`src/rtl/regfile_pkg.sv`:
```
// regfile_pkg: shared defaults, zero-register index and packed-slice helpers
// for regfile_mp and its scoreboard (rev 1.0).
`default_nettype none

package regfile_pkg;

  localparam int XLEN_DEF  = 32;
  localparam int NREGS_DEF = 32;
  localparam int NRD_DEF   = 2;
  localparam int ZERO_REG  = 0;

  function automatic int addr_width(input int nregs);
    return (nregs > 2) ? $clog2(nregs) : 1;
  endfunction

  // Low bit of field 'port' inside a packed vector of 'width'-bit fields.
  function automatic int port_lo(input int port, input int width);
    return port * width;
  endfunction

endpackage

`default_nettype wire

```
`src/rtl/regfile_scoreboard.sv`:
```
// regfile_scoreboard: per-register pending bits with set/clear/flush priority
// and a registered popcount of the pending set (rev 1.0).
`default_nettype none

module regfile_scoreboard
  import regfile_pkg::*;
#(
  parameter  int NREGS = NREGS_DEF,
  localparam int AW    = addr_width(NREGS)
) (
  input  logic             clk,
  input  logic             rst,
  input  logic             wr_en,
  input  logic [AW-1:0]    wr_addr,
  input  logic             busy_set,
  input  logic [AW-1:0]    busy_addr,
  input  logic             flush,
  output logic [NREGS-1:0] pending,
  output logic [AW:0]      busy_cnt
);

  localparam int CW = AW + 1;

  logic [NREGS-1:0] pend_q, pend_d;
  logic [CW-1:0]    cnt_q, cnt_d;
  logic             w_set, w_clr, w_inc, w_dec;

  assign w_set = busy_set && (busy_addr != AW'(ZERO_REG));
  assign w_clr = wr_en && (wr_addr != AW'(ZERO_REG));
  // A same-address set keeps the bit, so that write must not decrement.
  assign w_inc = w_set && !pend_q[busy_addr];
  assign w_dec = w_clr && pend_q[wr_addr] && !(w_set && (busy_addr == wr_addr));

  always_comb begin
    pend_d = pend_q;
    cnt_d  = cnt_q + CW'(w_inc) - CW'(w_dec);
    if (w_clr) pend_d[wr_addr] = 1'b0;
    if (w_set) pend_d[busy_addr] = 1'b1;
    if (flush) begin
      pend_d = '0;
      cnt_d  = '0;
    end
    pend_d[ZERO_REG] = 1'b0;
  end

  always_ff @(posedge clk or posedge rst) begin
    if (rst) begin
      pend_q <= '0;
      cnt_q  <= '0;
    end else begin
      pend_q <= pend_d;
      cnt_q  <= cnt_d;
    end
  end

  assign pending  = pend_q;
  assign busy_cnt = cnt_q;

endmodule

`default_nettype wire

```
`src/rtl/regfile_mp.sv`:
```
// regfile_mp: multi-read-port register file with x0 tied to zero and a pending-write
// scoreboard; define REGFILE_BYPASS_EN for same-cycle write-to-read forwarding (rev 1.0).
`default_nettype none

module regfile_mp
  import regfile_pkg::*;
#(
  parameter  int XLEN  = XLEN_DEF,
  parameter  int NREGS = NREGS_DEF,
  parameter  int NRD   = NRD_DEF,
  localparam int AW    = addr_width(NREGS)
) (
  input  logic              clk,
  input  logic              rst,
  input  logic [NRD*AW-1:0] rd_addr,
  output logic [NRD*XLEN-1:0] rd_data,
  output logic [NRD-1:0]    rd_busy,
  input  logic              wr_en,
  input  logic [AW-1:0]     wr_addr,
  input  logic [XLEN-1:0]   wr_data,
  input  logic              busy_set,
  input  logic [AW-1:0]     busy_addr,
  input  logic              flush,
  output logic [AW:0]       busy_cnt,
  output logic              any_busy
);

  logic [XLEN-1:0]  w_rf [NREGS];
  logic [NREGS-1:0] w_pend;
  logic             w_wr_hit;

  assign w_wr_hit = wr_en && (wr_addr != AW'(ZERO_REG));
  assign w_rf[0]  = '0;

  // Entry 0 has no flop; every other entry is its own register.
  for (genvar r = 1; r < NREGS; r++) begin : g_reg
    logic [XLEN-1:0] data_q;
    always_ff @(posedge clk or posedge rst) begin
      if (rst) begin
        data_q <= '0;
      end else if (w_wr_hit && (wr_addr == AW'(r))) begin
        data_q <= wr_data;
      end
    end
    assign w_rf[r] = data_q;
  end

  for (genvar p = 0; p < NRD; p++) begin : g_rd
    logic [AW-1:0] addr;
    assign addr = rd_addr[port_lo(p, AW) +: AW];
`ifdef REGFILE_BYPASS_EN
    logic fwd;
    assign fwd = w_wr_hit && (wr_addr == addr);
    assign rd_data[port_lo(p, XLEN) +: XLEN] = fwd ? wr_data : w_rf[addr];
    assign rd_busy[p] = !fwd && w_pend[addr];
`else
    assign rd_data[port_lo(p, XLEN) +: XLEN] = w_rf[addr];
    assign rd_busy[p] = w_pend[addr];
`endif
  end

  regfile_scoreboard #(
    .NREGS(NREGS)
  ) u_sb (
    .clk      (clk),
    .rst      (rst),
    .wr_en    (wr_en),
    .wr_addr  (wr_addr),
    .busy_set (busy_set),
    .busy_addr(busy_addr),
    .flush    (flush),
    .pending  (w_pend),
    .busy_cnt (busy_cnt)
  );

  assign any_busy = (busy_cnt != '0);

endmodule

`default_nettype wire

```
`config.mk`:
```
export PLATFORM = sky130hd
export DESIGN_NAME = regfile_mp
export DESIGN_NICKNAME = d
export VERILOG_FILES = /design/src/rtl/regfile_pkg.sv /design/src/rtl/regfile_scoreboard.sv /design/src/rtl/regfile_mp.sv
export SDC_FILE = /design/constraint.sdc
export NUM_CORES = 2
export LEC_CHECK = 0
export CAP_MARGIN = 30
export CORE_MARGIN = 2
export CORE_UTILIZATION = 35
export CTS_CLUSTER_DIAMETER = 100
export DETAILED_ROUTE_END_ITERATION = 16
export SLEW_MARGIN = 5
export SYNTH_ARGS = -nofsm -noshare
export SYNTH_HDL_FRONTEND = slang
export SYNTH_SLANG_ARGS = --single-unit
export TNS_END_PERCENT = 100
```
`constraint.sdc`:
```
create_clock -name clk -period 48.3 [get_ports clk]
set_clock_uncertainty 0.15 [all_clocks]
set_input_delay 9.66 -clock clk [delete_from_list [all_inputs] [get_ports clk]]
set_output_delay 9.66 -clock clk [all_outputs]
set_load 0.005 [all_outputs]
```
Word-level counts from Yosys, hierarchy flattened --
Cells that the tools add are included.
Word-level totals: bits in registers 1029, input port bits 57, word-level logic and storage cells 146
Operators by class: multiplexer cells 22, reduce and logical (&&, ||, !) cells 44, $lt $le $gt $ge 8, $add $sub $neg 2, bitwise gates (word level) 5, equal/unequal tests 32
Operators by type and width (count):
- 32-bit binary-select mux with 5-bit select | 2
- 32-bit two-way mux | 7
- 5-bit equality test, second input constant | 16
- 5-bit by 4-bit equality test with 1-bit output, second input constant | 8
- 1-bit logical AND | 39
- 32-bit bitwise AND | 1
- 32-bit NOT | 1
- 32-bit OR | 1
- 5-bit by 6-bit less-than comparator with 1-bit output, second input constant | 4
- 1-bit binary-select mux with 5-bit select | 4
- 5-bit by 3-bit equality test with 1-bit output, second input constant | 4
- 6-bit >= comparator, second input constant | 2
- 5-bit NOT with 6-bit output | 2
- 1-bit demux with 5-bit select | 2
- 5-bit by 2-bit equality test with 1-bit output, second input constant | 2
- 5-bit by 1-bit >= comparator with 1-bit output, second input constant | 2
- 5-bit nonzero test | 2
- 6-bit by 1-bit adder with 6-bit output | 1
- 1-bit two-way mux | 6
- 6-bit two-way mux | 1
- 6-bit nonzero test | 1
- 6-bit by 1-bit subtractor with 6-bit output | 1
- 5-bit by 1-bit equality test with 1-bit output, second input constant | 1
- 5-bit equality test | 1
- 1-bit zero test | 2

Logic depth before layout (Yosys ltp) --
depth in word-level cells 10, mapped depth 14, gate-level depth less buffers 12

Modules after synthesis --
Synthesis repeated with hierarchy kept, for this count alone.
Second synthesis, totals: cells, all modules 3962, area total of the unflattened synthesis 56120.1 um2
Modules (own cells, without submodules):
- regfile_mp | instances 1, cells an instance 3676, area each 53586.4 um2
- regfile_scoreboard | instances 1, cells an instance 286, area each 2533.7 um2

Worst setup path after synthesis --
OpenSTA, ideal clock, no wires.
path type input to output, start point in rd_addr[5], end point out rd_data[62], path buffers 3, arrival 11.149 ns, path slack 27.341 ns, required time 38.490 ns, stages 7, cell sequence buf_2 -> buf_6 -> buf_2 -> mux4_2 -> a22o_1 -> o21ai_1 -> o31ai_1
Between the ends: word-level cells in the longest chain between the ends 4
RTL lines:
- start, declared | RTL line regfile_mp.sv:15 | input logic [NRD*AW-1:0] rd_addr,
- 5-bit NOT with 6-bit output (implied by the code) | RTL line regfile_mp.sv:57 | assign rd_data[port_lo(p, XLEN) +: XLEN] = w_rf[addr];
- 32-bit binary-select mux with 5-bit select | RTL line regfile_mp.sv:57
- 32-bit two-way mux (implied by the code) (2 in a row) | RTL line regfile_mp.sv:57
- end, declared | RTL line regfile_mp.sv:16 | output logic [NRD*XLEN-1:0] rd_data,
No other way between the ends. The select of a mux whose other input is x is not followed.

Final worst setup path --
start point in rd_addr[0], end point out rd_data[17]
Same word-level chain as after synthesis.

==> impl_results.md <==
- Status: completed
- Cell mode on critical path: buf_4
- Global-route wire length before repair: 266000 um
- Nets: 4230
- Tot GR Track Use: 0.220
- CP endpoint kind: output pin
- Clk pwr share: 0.336
- Min-delay src: g_reg[28].data_q[11]
- Leak: 27.9 nW
- Fin crit share: 0.489
- Worst-path clk slew: 0.06 ns
- Hold Path Cell Cnt: 2
- Cell taking the most area after synthesis: dfrtp_1
- IO Count: 130
- Pre-Repair DR Iteration Count: 5
- Core Footprint: 160000 um2
- Synth warn: 0
- Die Y: 405 um
- Fmax: 0.0423 GHz
- DRC viols: 0
- Hold buffer count at cts: 0
- Clock root cell: clkbuf_16
- P&R area growth vs syn: 12.6%
- Post-synthesis sequential area ratio: 0.457
- Worst-Margin Slew: 1.01 ns
- Power density cells: 40.3 nW/um2
- Crit-path max cell delay: 0.75 ns
- Hold Path End: g_reg[28].data_q[11]
- Final Setup Violations: 0
- Post-route setup TNS: 0 ns
- # rows: 147
- Max Transition Viols Final: 0
- Switch share: 0.277
- Peak VDD IR: 34.9 uV
- HPWL after DPL: 102000 um
- Buf/Inv on CP: 5
- FF+latch area: 25700 um2
- Total CTS buffers: 105
- Die W: 405 um
- Crit-path max FO: 56
- P_sw: 708 uW
- Reg2reg setup slack: 44.97 ns
- Latest clock arrival within the worst-skew pair: 0.73 ns
- Final Hold Vio Count: 0
- Worst Path Required: 38.49 ns
- Placer Congestion: 0.808
- Max-Cap Viols: 0
- FF-to-FF path depth: 12
- PortBufs: 129
- Max H-tree Level: 3
- Worst-case clock buffer depth: 3
- Routing usage on met3: 0.0440
- Post-Synth XOR/XNOR Area: 0.00124
- Synth top area share: 0.457
- Mapped cell area: 56300 um2
- Post-layout util: 0.396
- Post-synthesis net count: 4312
- Starting density of the core: 0.352
- Slew margin rel.: 0.327
- Reg2reg start: u_sb.pending[18]
- Finished Cell Area: 63400 um2
- Grt peak-use layer: met2
- Tightest Hold Check Type: flip-flop to flip-flop
- CP Cell Sequence: buf_8, buf_4, buf_4, nor2b_4, buf_4, a22oi_1, o21ai_0, a211o_1, clkdlybuf4s50_1
- Pint: 1.85 mW
- Top delay family on crit path: buffers and inverters
- Via density: 5.85
- Global route overflow: 0
- Mux contribution to synthesized area: 0.387
- RSZ-0062 raised after global routing: no
- Global Route met1 Usage: 0.294
- TritonCTS clock tree: done
- Number of fill cells in the layout: 14900
- Largest family of logic cells by synthesized area: multiplexers
- Post-CTS setup repair buffer count: 0
- Die area: 164000 um2
- Max stage delay cell, worst path: buf_4
- Arrival time at the worst endpoint: 13.82 ns
- Initial DRC Count: 3708
- Initial antenna violation count: 7
- Post-Synth Adder-Cell Area: 0.00213
- Post-CTS resize count: 0
- Post-synth cell types: 50
- Area post-placement: 59600 um2
- EDFF count, synth: 0
- Min Tclk post-route: 23.63 ns
- Comb power frac: 0.218
- Routed WL: 181000 um
- Critical R2R Capture: u_sb.busy_cnt[4]
- Asr flop ratio synth: 1.00
- Share of cells above drive strength 1: 0.395
- Avg Synthesized Cell Area: 13.3 um2
- Clock sink count: 1029
- Met2 usage: 0.355
- Yosys reg bits: 1029
- Largest net degree at the start of global routing: 156
- Most used DFF post-synth: dfrtp_1
- Post-synthesis compound-gate area fraction: 0.0534
- Sequential power share: 0.446
- Vias in the first global route: 38000
- Crit start category: primary input
- ANT nets after route: 0
- Synth Area in Simple Gates: 0.0590
- Critical setup path kind: primary input to output pin
- WL/cell: 28.2 um
- Multi-input logic area: 28500 um2
- Cells after Synth: 4246
- Via count: 37500
- Ranking of synthesized cells by area: dfrtp_1 46%, mux4_2 18%, mux2_2 17%
==> flip-flops by register name, summed over array words and instances (netlist names) <==
register / flops
g.data_q: 992
u_sb.pending: 31
u_sb.busy_cnt: 6
==> power groups by stage <==
stage	logic, mW	registers, mW	clock network (mW)
after detailed placement	0.556	1.15	0
after floorplan	0.423	1.12	0
after CTS	0.557	1.14	0.873
after global placement	0.540	1.14	0
final	0.557	1.14	0.857
after global routing	0.600	1.16	0.906
==> layer usage <==
| layer | wire length [um] | up-vias |
|---|---|---|
| met2 | 85500 | 1432 |
| met3 | 13600 | 311 |
| li1 | - | 15700 |
| met5 | 69 | - |
| met1 | 75500 | 20100 |
| met4 | 6400 | 12 |
==> stage by stage <==
stage / std cells / power, mW / hold WS [ns] / setup WS (ns)
3_3_place_gp: 6176 / 1.68 / 0.321 / 24.62
6_report: 6413 / 2.55 / 0.340 / 24.67
3_5_place_dp: 6207 / 1.71 / 0.328 / 24.63
5_1_grt: 6412 / 2.67 / 0.365 / 24.41
2_1_floorplan: 4246 / 1.54 / 0.307 / 9.53
4_1_cts: 6402 / 2.57 / 0.344 / 24.63
==> Yosys cell counts, types with 37 or more instances <==
cell type,count
dfrtp_1,1029
mux2_2,866
nand2_1,644
mux4_2,444
clkbuf_1,204
mux2i_1,203
buf_2,163
a22o_1,98
nor2_1,69
o22ai_1,66
a22oi_1,56
and2_1,41
o21ai_0,37
==> worst reg2reg max path, delay by kind of cell (launching register included) <==
kind / cells / cell delay (ns)
flip-flops: 1 / 0.44
multiplexers: 1 / 0.48
AO/OA/AOI/OAI: 3 / 0.67
AND/OR/NAND/NOR: 3 / 0.34
adder cells (fa/ha/maj): 3 / 0.94
buffers and inverters: 1 / 0.04
XOR/XNOR: 1 / 0.14
==> worst max path at each step <==
stage	startpoint	endpoint	slack, ns	cells after the start
4_1_cts	rd_addr[2]	rd_data[16]	24.63	8
3_5_place_dp	rd_addr[2]	rd_data[16]	24.63	8
3_3_place_gp	rd_addr[2]	rd_data[16]	24.62	8
2_1_floorplan	rst	g_reg[10].data_q[0]	9.53	1
5_1_grt	rd_addr[0]	rd_data[17]	24.41	9
6_report	rd_addr[0]	rd_data[17]	24.67	9
==> cell type report <==
cell class | instances | share of cell area
Multi-Input combinational cell | 2756 | 0.449
Clock inverter | 50 | 0.00890
Sequential cell | 1029 | 0.406
Tap cell | 2160 | 0.0426
Inverter | 15 | 0.00101
Timing Repair Buffer | 257 | 0.0441
Antenna cell | 1 | 0.0000395
Clock buffer | 145 | 0.0479
==> cells by family after synthesis <==
| family | Yosys count |
|---|---|
| AO/OA/AOI/OAI | 415 |
| multiplexers | 1514 |
| AND/OR/NAND/NOR | 810 |
| XOR/XNOR | 8 |
| adder cells (fa/ha/maj) | 9 |
| flip-flops | 1029 |
| buffers and inverters | 461 |
==> placed cells by master, fill, tap and decap left out, drive strengths merged, types with 42 or more instances in the layout <==
cell | Yosys | layout
clkbuf | 204 | 145
o21ai | 70 | 70
a22oi | 56 | 56
and2 | 42 | 42
nand2 | 644 | 644
mux2i | 203 | 203
a22o | 98 | 98
clkdlybuf4s50 | 0 | 120
mux4 | 444 | 444
nor2 | 69 | 69
buf | 242 | 137
mux2 | 867 | 867
dfrtp | 1029 | 1029
o22ai | 66 | 66
Note: power is estimated with default switching activity, not from simulation.
